### src/rtl/mux_pkg.sv
// Shared defaults for the 2:1 word mux with registered capture path.
package mux_pkg;

  localparam int DEF_WIDTH = 32;
  localparam int DEF_CNT_W = 16;

endpackage : mux_pkg

### src/rtl/mux32_bit2_to1_if.sv
// Operand/result bundle for mux32_bit2_to1; master drives operands, slave returns results.
interface mux32_bit2_to1_if
  import mux_pkg::*;
#(
  parameter int WIDTH = DEF_WIDTH,
  parameter int CNT_W = DEF_CNT_W
);

  logic [WIDTH-1:0] inA;
  logic [WIDTH-1:0] inB;
  logic             sel;
  logic             en;
  logic [WIDTH-1:0] out;
  logic [WIDTH-1:0] out_q;
  logic             out_q_valid;
  logic             in_equal;
  logic [CNT_W-1:0] sel_toggles;

  modport master (
    output inA, inB, sel, en,
    input  out, out_q, out_q_valid, in_equal, sel_toggles
  );

  modport slave (
    input  inA, inB, sel, en,
    output out, out_q, out_q_valid, in_equal, sel_toggles
  );

endinterface : mux32_bit2_to1_if

### src/rtl/sat_counter.sv
// Up-counter that sticks at all-ones instead of wrapping; synchronous active-high reset.
module sat_counter #(
  parameter int CNT_W = 16
) (
  input  logic             Clk,
  input  logic             Rst,
  input  logic             inc,
  output logic [CNT_W-1:0] count
);

  logic [CNT_W-1:0] count_d;
  logic [CNT_W-1:0] count_q;

  always_comb begin
    count_d = count_q;
    if (inc && (count_q != '1)) begin
      count_d = count_q + CNT_W'(1);
    end
  end

  always_ff @(posedge Clk) begin
    if (Rst) begin
      count_q <= '0;
    end else begin
      count_q <= count_d;
    end
  end

  assign count = count_q;

endmodule : sat_counter

### src/rtl/mux32_bit2_to1.sv
// 2:1 word mux with equality flag, plus an enabled capture register that
// remembers the last select and counts select changes between captures.
module mux32_bit2_to1
  import mux_pkg::*;
#(
  parameter int WIDTH = DEF_WIDTH,
  parameter int CNT_W = DEF_CNT_W
) (
  input logic              Clk,
  input logic              Rst,
  mux32_bit2_to1_if.slave  bus
);

  logic [WIDTH-1:0] mux_out;
  logic [WIDTH-1:0] data_d;
  logic [WIDTH-1:0] data_q;
  logic             valid_d;
  logic             valid_q;
  logic             sel_last_d;
  logic             sel_last_q;
  logic             toggle_inc;
  logic [CNT_W-1:0] toggle_count;

  // Plain ternary so an unknown select resolves with simulator semantics.
  assign mux_out = bus.sel ? bus.inB : bus.inA;

  // A toggle only counts once a previous capture exists to compare against.
  always_comb begin
    data_d     = data_q;
    valid_d    = valid_q;
    sel_last_d = sel_last_q;
    toggle_inc = 1'b0;
    if (bus.en) begin
      data_d     = mux_out;
      valid_d    = 1'b1;
      sel_last_d = bus.sel;
      toggle_inc = valid_q && (bus.sel != sel_last_q);
    end
  end

  always_ff @(posedge Clk) begin
    if (Rst) begin
      data_q     <= '0;
      valid_q    <= 1'b0;
      sel_last_q <= 1'b0;
    end else begin
      data_q     <= data_d;
      valid_q    <= valid_d;
      sel_last_q <= sel_last_d;
    end
  end

  sat_counter #(
    .CNT_W (CNT_W)
  ) u_toggle_cnt (
    .Clk   (Clk),
    .Rst   (Rst),
    .inc   (toggle_inc),
    .count (toggle_count)
  );

  assign bus.out         = mux_out;
  assign bus.in_equal    = (bus.inA == bus.inB);
  assign bus.out_q       = data_q;
  assign bus.out_q_valid = valid_q;
  assign bus.sel_toggles = toggle_count;

endmodule : mux32_bit2_to1

### src/flat_wrapper.sv
// flat-port wrapper written by rule: the top's interface ports become plain ports
module mux32_bit2_to1_flat import mux_pkg::*;
#(
  parameter int WIDTH = DEF_WIDTH,
  parameter int CNT_W = DEF_CNT_W
)
  (Clk, Rst, bus_inA, bus_inB, bus_sel, bus_en, bus_out, bus_out_q, bus_out_q_valid, bus_in_equal, bus_sel_toggles);
  mux32_bit2_to1_if #(.WIDTH(WIDTH), .CNT_W(CNT_W)) bus_i ();
  input logic Clk;
  input logic Rst;
  input wire logic [$bits(bus_i.inA)-1:0] bus_inA;
  input wire logic [$bits(bus_i.inB)-1:0] bus_inB;
  input wire logic [$bits(bus_i.sel)-1:0] bus_sel;
  input wire logic [$bits(bus_i.en)-1:0] bus_en;
  output wire logic [$bits(bus_i.out)-1:0] bus_out;
  output wire logic [$bits(bus_i.out_q)-1:0] bus_out_q;
  output wire logic [$bits(bus_i.out_q_valid)-1:0] bus_out_q_valid;
  output wire logic [$bits(bus_i.in_equal)-1:0] bus_in_equal;
  output wire logic [$bits(bus_i.sel_toggles)-1:0] bus_sel_toggles;
  assign bus_i.inA = bus_inA;
  assign bus_i.inB = bus_inB;
  assign bus_i.sel = bus_sel;
  assign bus_i.en = bus_en;
  assign bus_out = bus_i.out;
  assign bus_out_q = bus_i.out_q;
  assign bus_out_q_valid = bus_i.out_q_valid;
  assign bus_in_equal = bus_i.in_equal;
  assign bus_sel_toggles = bus_i.sel_toggles;
  mux32_bit2_to1 #(.WIDTH(WIDTH), .CNT_W(CNT_W)) u_core (.Clk(Clk), .Rst(Rst), .bus(bus_i));
endmodule
### config.mk
export PLATFORM = sky130hd
export DESIGN_NAME = mux32_bit2_to1_flat
export DESIGN_NICKNAME = d
export VERILOG_FILES = /design/src/rtl/mux_pkg.sv /design/src/rtl/mux32_bit2_to1_if.sv /design/src/rtl/sat_counter.sv /design/src/rtl/mux32_bit2_to1.sv /design/src/flat_wrapper.sv
export SDC_FILE = /design/constraint.sdc
export NUM_CORES = 1
export LEC_CHECK = 0
export ABC_AREA = 1
export BUFFER_PORTS_ARGS = -buffer_cell sky130_fd_sc_hd__buf_2
export CORE_UTILIZATION = 46
export CTS_BUF_LIST = sky130_fd_sc_hd__clkbuf_16
export DETAILED_ROUTE_END_ITERATION = 12
export PLACE_DENSITY = 0.87
export SLEW_MARGIN = 20
export SYNTH_ARGS = -nofsm -noshare
export SYNTH_HDL_FRONTEND = slang
export SYNTH_SLANG_ARGS = --single-unit
### constraint.sdc
create_clock -name Clk -period 2.05 [get_ports Clk]
set_clock_uncertainty 0.15 [all_clocks]
set_input_delay 0.1025 -clock Clk [delete_from_list [all_inputs] [get_ports Clk]]
set_output_delay 0.1025 -clock Clk [all_outputs]
set_load 0.05 [all_outputs]
# == After elaboration in Yosys (flattened, before gate mapping) ==
# Index checks and enable logic that the tools add are counted.
# classes
n_addsub,1
eq_ne,3
muxes,2
n_reduce_logical,2
# op_table
op,count
$eq A32 B32 Y1,1
$mux W32,1
$add A16 B1 Y16 const B,1
$ne A16 B16 Y1 const B,1
$logic_and A1 B1 Y1,2
$mux W1,1
$ne A1 B1 Y1,1
# totals
regBits,50
inputBits,68
out_inout_bits,82

# == Depth between registers and ports, before layout ==
# depth
word_depth,4
ltp_mapped,10
mapped_depth_nobuf,9

# == By module ==
# A second synthesis with hierarchy kept.
# unflattened
cells_unflattened,583
hier_area_um2,3437.0
# modules_own_cells
module,n_inst,cells_each,area_per_inst_um2
mux32_bit2_to1,1,434,2507.4
sat_counter,1,149,929.6

# == Worst setup path before layout ==
# OpenSTA, ideal clock, no wires.
# synth_path
path_kind,reg-to-reg
from,register u_core.u_toggle_cnt.count_q[0] (netlist: u_core.u_toggle_cnt.count[0])
to,register u_core.u_toggle_cnt.count_q[6] (netlist: u_core.u_toggle_cnt.count[6])
setup_time_ns,0.117
t_arrival_ns,1.706
required_ns,1.783
slack_ns,0.077
stages_incl_launch_ff,9
n_path_buf,0
period_less_slack_ns,1.973
cell_sequence,dfxtp_1 ha_1 nand2_1 nor2_4 nand3_2 nor2_2 nand3_1 nand2_1 nor2_1
# synth_via
elab_chain_len,2
# synth_rtl
element,line,rtl
start: declaration,sat_counter.sv:12,logic [CNT_W-1:0] count_q;
start signal: assignment,sat_counter.sv:25,count_q <= count_d;
"parallel branches: the longest is 2 deep, another holds $add A16 B1 Y16",--,
# Several ways; the timed one is not identified.
# A chain may end at the register's enable or synchronous reset.

# == Worst setup path after layout ==
# layout_path
from,register u_core.u_toggle_cnt.count_q[0] (netlist: u_core.u_toggle_cnt.count[0])
to,register u_core.u_toggle_cnt.count_q[15] (netlist: u_core.u_toggle_cnt.count[15])
# The elaborated chain is that of the path after synthesis.

==> summary by stage <==
Clock tree
The clock tree from TritonCTS is built. Clock tree synthesis selected as its root buffer the cell clkbuf_16. The buffer levels on the longest clock path is 2. Counting every sink on the clock net gives 50. In this run, CTS created clock tree buffers numbering 5. The clock transition at the registers of the reported paths is around 60 ps.

CTS built an H-tree with a depth of 2. The buffers inserted during post-CTS setup optimization is 0. The clock insertion delay at the later pin of the skew report is around 280 ps.

GRT
The initial antenna violation count is 0. The number of global-route vias before repair is about 3300. Entering global routing, the biggest net connects 37 pins. Across every metal layer, demand over resource in global routing totals 0.255. The first global-routing pass estimated roughly 15 mm of wire. Global routing finished with a remaining overflow of 0.

Final layout
The area growth from synthesis to final layout is 31.1%. The total of fill cells in the finished design is ~570. Of the cells placed in the final design, the portion with a size suffix greater than 1 is 0.272. The final net count is 707. 0 antenna diodes ended up in the layout.

The non-filler instance count after layout is 716.

STA
The worst pin sits at a relative slew slack of 0.434. In the final timing run, aggregate negative setup slack is 0 ps. In the post-route analysis, the smallest setup slack over all paths is about 330 ps. Setup repair after global routing left no endpoint under its margin. The worst hold slack across all endpoints is 18.1 ps. Of the available clock period, the critical path in the final layout requires 0.840. Setup violations remaining at the end of the flow were counted as 0. The achievable frequency is a little under 600 MHz. For the finished layout, the period the worst path requires is ~1700 ps. At the pin with the least slew margin, the transition time is between 800 and 900 ps. The max-slew violation count was 0.

The final hold violation count is 0.

Floorplanning
The floorplan step defined a core boundary enclosing about 6300 um2. The floorplan die area is between 6000 and 7000 um2. The cell row count is 29. The effective utilization at floorplan is 0.477. The floorplan step set the die width to between 80 and 90 um.

150 I/O pins were placed. The die is 83.2 um tall.

Detailed routing
The final routed wirelength across all metal layers is 8.68 mm. The remaining number of nets flagged by the antenna check after routing is 0. The number of violations reported at the end of detailed-routing iteration 0 is approximately 150. The number of remaining DRC errors is 0. Dividing the detail-routed wire length by the instance count gives 12.1 um. The number of iterations in the first detailed-routing pass is 4. Dividing the detail-routed via count by the number of cells gives between 4 and 5. The routed layout has roughly 3500 vias.

Critical path
The largest individual stage delay along the critical path comes from the cell dfxtp_1. The kind of cell with the highest combined delay along the critical path is simple AND/OR/NAND/NOR gates. The flop-to-flop setup slack is roughly 330 ps. The arrival time of the worst setup path is 1750 ps. The path depth of the worst reg2reg path is 6. The end of the worst register-to-register path is u_core.u_toggle_cnt.count[15]. In this run the worst path has a maximum fanout of 10.

The critical path is of the flip-flop to flip-flop type. STA classifies the critical path endpoint as a flip-flop. In this design, the stage delay of the slowest critical-path cell is roughly 420 ps. In this run the number of cells on the critical path is 6. The signal on the critical path passes through ha_1 -> nand2_1 -> nor2_4 -> nand4_2 -> a21oi_1 -> nor2_1. The critical path contains buffers and inverters numbering 0 combined. In this run the critical register-to-register path is launched from u_core.u_toggle_cnt.count[0]. At the worst endpoint, the required time is approximately 2100 ps.

The kind of launch point of the worst setup path is a flip-flop.

Synth
The mean post-synth cell area is between 6 and 7 um2. By area the synthesized netlist is led by dfxtp_1 33%, nand2_1 18%, nor2_1 14%. The post-synthesis sequential element count is 50. The number of nets produced by synthesis is approximately 570. The compound-cell area share of the yosys netlist came to 0.0929.

After synthesis, the share of cell area in mux cells is 0. Counting distinct cell types in the post-synthesis netlist gives 26. The Yosys warning count is 0. After synthesis the cells add up to ~3000 um2. For this run, the register share of the synthesized area comes to 0.330. By area, the combinational part of the netlist is dominated by simple AND/OR/NAND/NOR gates. Of the total synthesized cell area, the portion taken by full adders, half adders and majority gates is 0.00413. Summed over all instances, the cell type with the most area after synthesis is dfxtp_1. The xor-xnor portion of the synthesized cell area is 0.0896. Counting flops with an async set or reset pin after synthesis yields a share of 0.

In the synthesized netlist the dominant register cell turns out to be dfxtp_1. The post-synthesis cell count is between 400 and 500. The simple-gate share of the synthesized area is 0.395.

The area share of the largest cell type after synthesis is 0.330. The number of synthesized flops with an enable pin is 0.

Min path
The worst min-delay path endpoint is u_core.bus.out_q[27]. The tightest min-delay check is of the input pin to flip-flop type. The worst hold path begins at bus_inA[27].

The worst hold path passes through 5 cells.

Job
Across the run, the number of max-cap violations was 0.

Placed design
Once placement completed, the tool counted placed cells totaling roughly 710. Before CTS, the worst setup slack after placement is between 300 and 400 ps. The routability-driven placement congestion ratio is 0.865.

The count of buffers added on input and output ports is between 100 and 150. The final HPWL from detailed placement is between 6 and 7 mm.

Power and ir drop
The post-layout total power is about 2.7 mW. The cell area power density is 674 nW/um2. The leakage power total is approximately 2.2 nW. The maximum vdd drop is just under 400 uV.

Run status
The run finished with clean final reports.
## power by group
| part | internal [mW] | switching (mW) | leakage [nW] |
|---|---|---|---|
| clock | 0.446 | 0.351 | 0.0672 |
| sequential | 1.02 | 0.0275 | 0.412 |
| combinational | 0.220 | 0.613 | 1.73 |
## worst max-delay path by stage
stage                                 start                       endpoint  slack [ps]
3_3_place_gp   u_core.u_toggle_cnt.count[0]   u_core.u_toggle_cnt.count[6]         420
4_1_cts        u_core.u_toggle_cnt.count[0]  u_core.u_toggle_cnt.count[15]         330
5_1_grt        u_core.u_toggle_cnt.count[0]   u_core.u_toggle_cnt.count[6]         160
6_report       u_core.u_toggle_cnt.count[0]  u_core.u_toggle_cnt.count[15]         330
2_1_floorplan  u_core.u_toggle_cnt.count[0]   u_core.u_toggle_cnt.count[6]          80
3_5_place_dp   u_core.u_toggle_cnt.count[0]  u_core.u_toggle_cnt.count[15]         340
## cell usage in the layout, fill, tap and decap left out, drive strengths merged, types with 5 or more instances in the layout
master    n
nand2   148
clkbuf    5
nand4     6
dfxtp    50
nor2    121
buf     153
inv      49
xor2     19
o21ai    40
xnor2    12
a21oi    14
nand3    14
## through the flow
stage | area (um2) | utilization
2_1_floorplan | 3030 | -
3_3_place_gp | 3820 | 0.602
3_5_place_dp | 3820 | 0.602
4_1_cts | 3970 | 0.626
5_1_grt | 3970 | 0.626
6_report | 3970 | 0.626
## Yosys cell counts (3+ instances only)
cell type    n
dfxtp_1     50
o21ai_0     37
nand4_1      5
clkbuf_1    13
inv_1       48
nor2_4       5
nand3_1     13
nor2_1     113
xor2_1      19
xnor2_1     12
a21oi_1     14
nand2_1    146
nor2_2       3
## registers in the layout, summed over array words and instances, names as in the netlist
register                   cells
u_core.bus.out_q              32
u_core.bus.out_q_valid         1
u_core.sel_last_q              1
u_core.u_toggle_cnt.count     16
## cell type report
cell class / instances / area, um2 / share of cell area
clock buffers: 5 / 125 / 0.0315
clock inverters: 3 / 16.3 / 0.00409
inverters: 49 / 186 / 0.0469
multi-input cells: 378 / 1760 / 0.444
flip-flops and latches: 50 / 1000 / 0.252
well taps: 77 / 96.3 / 0.0242
repair buffers: 154 / 786 / 0.198
## layer usage
metal / share of wire / GRT usage / vias to the layer above
met3: 0.068 / 0.0586 / 18
met2: 0.51 / 0.459 / 136
met5: 0 / 0 / -
met1: 0.40 / 0.285 / 1564
met4: 0.022 / 0.110 / 0
li1: - / - / 1798
## repair_timing
item | 4_1_cts | 5_1_grt
hold buffers | 1 | 0
endpoints found under the hold margin | 1 | 0
resized for setup | 0 | 0
endpoints found under the setup margin | 0 | 0
## cells by family after synthesis
group | after synthesis
adder cells (fa/ha/maj) | 1
buffers and inverters | 68
XOR/XNOR | 31
AND/OR/NAND/NOR | 292
AO/OA/AOI/OAI | 54
flip-flops | 50
## worst min-delay path: stages
cell and delay [ps]:
buf_2 100, nand2_1 50, nand2_1 60, o21ai_0 70, inv_1 50
(Power assumes the default switching activity.)
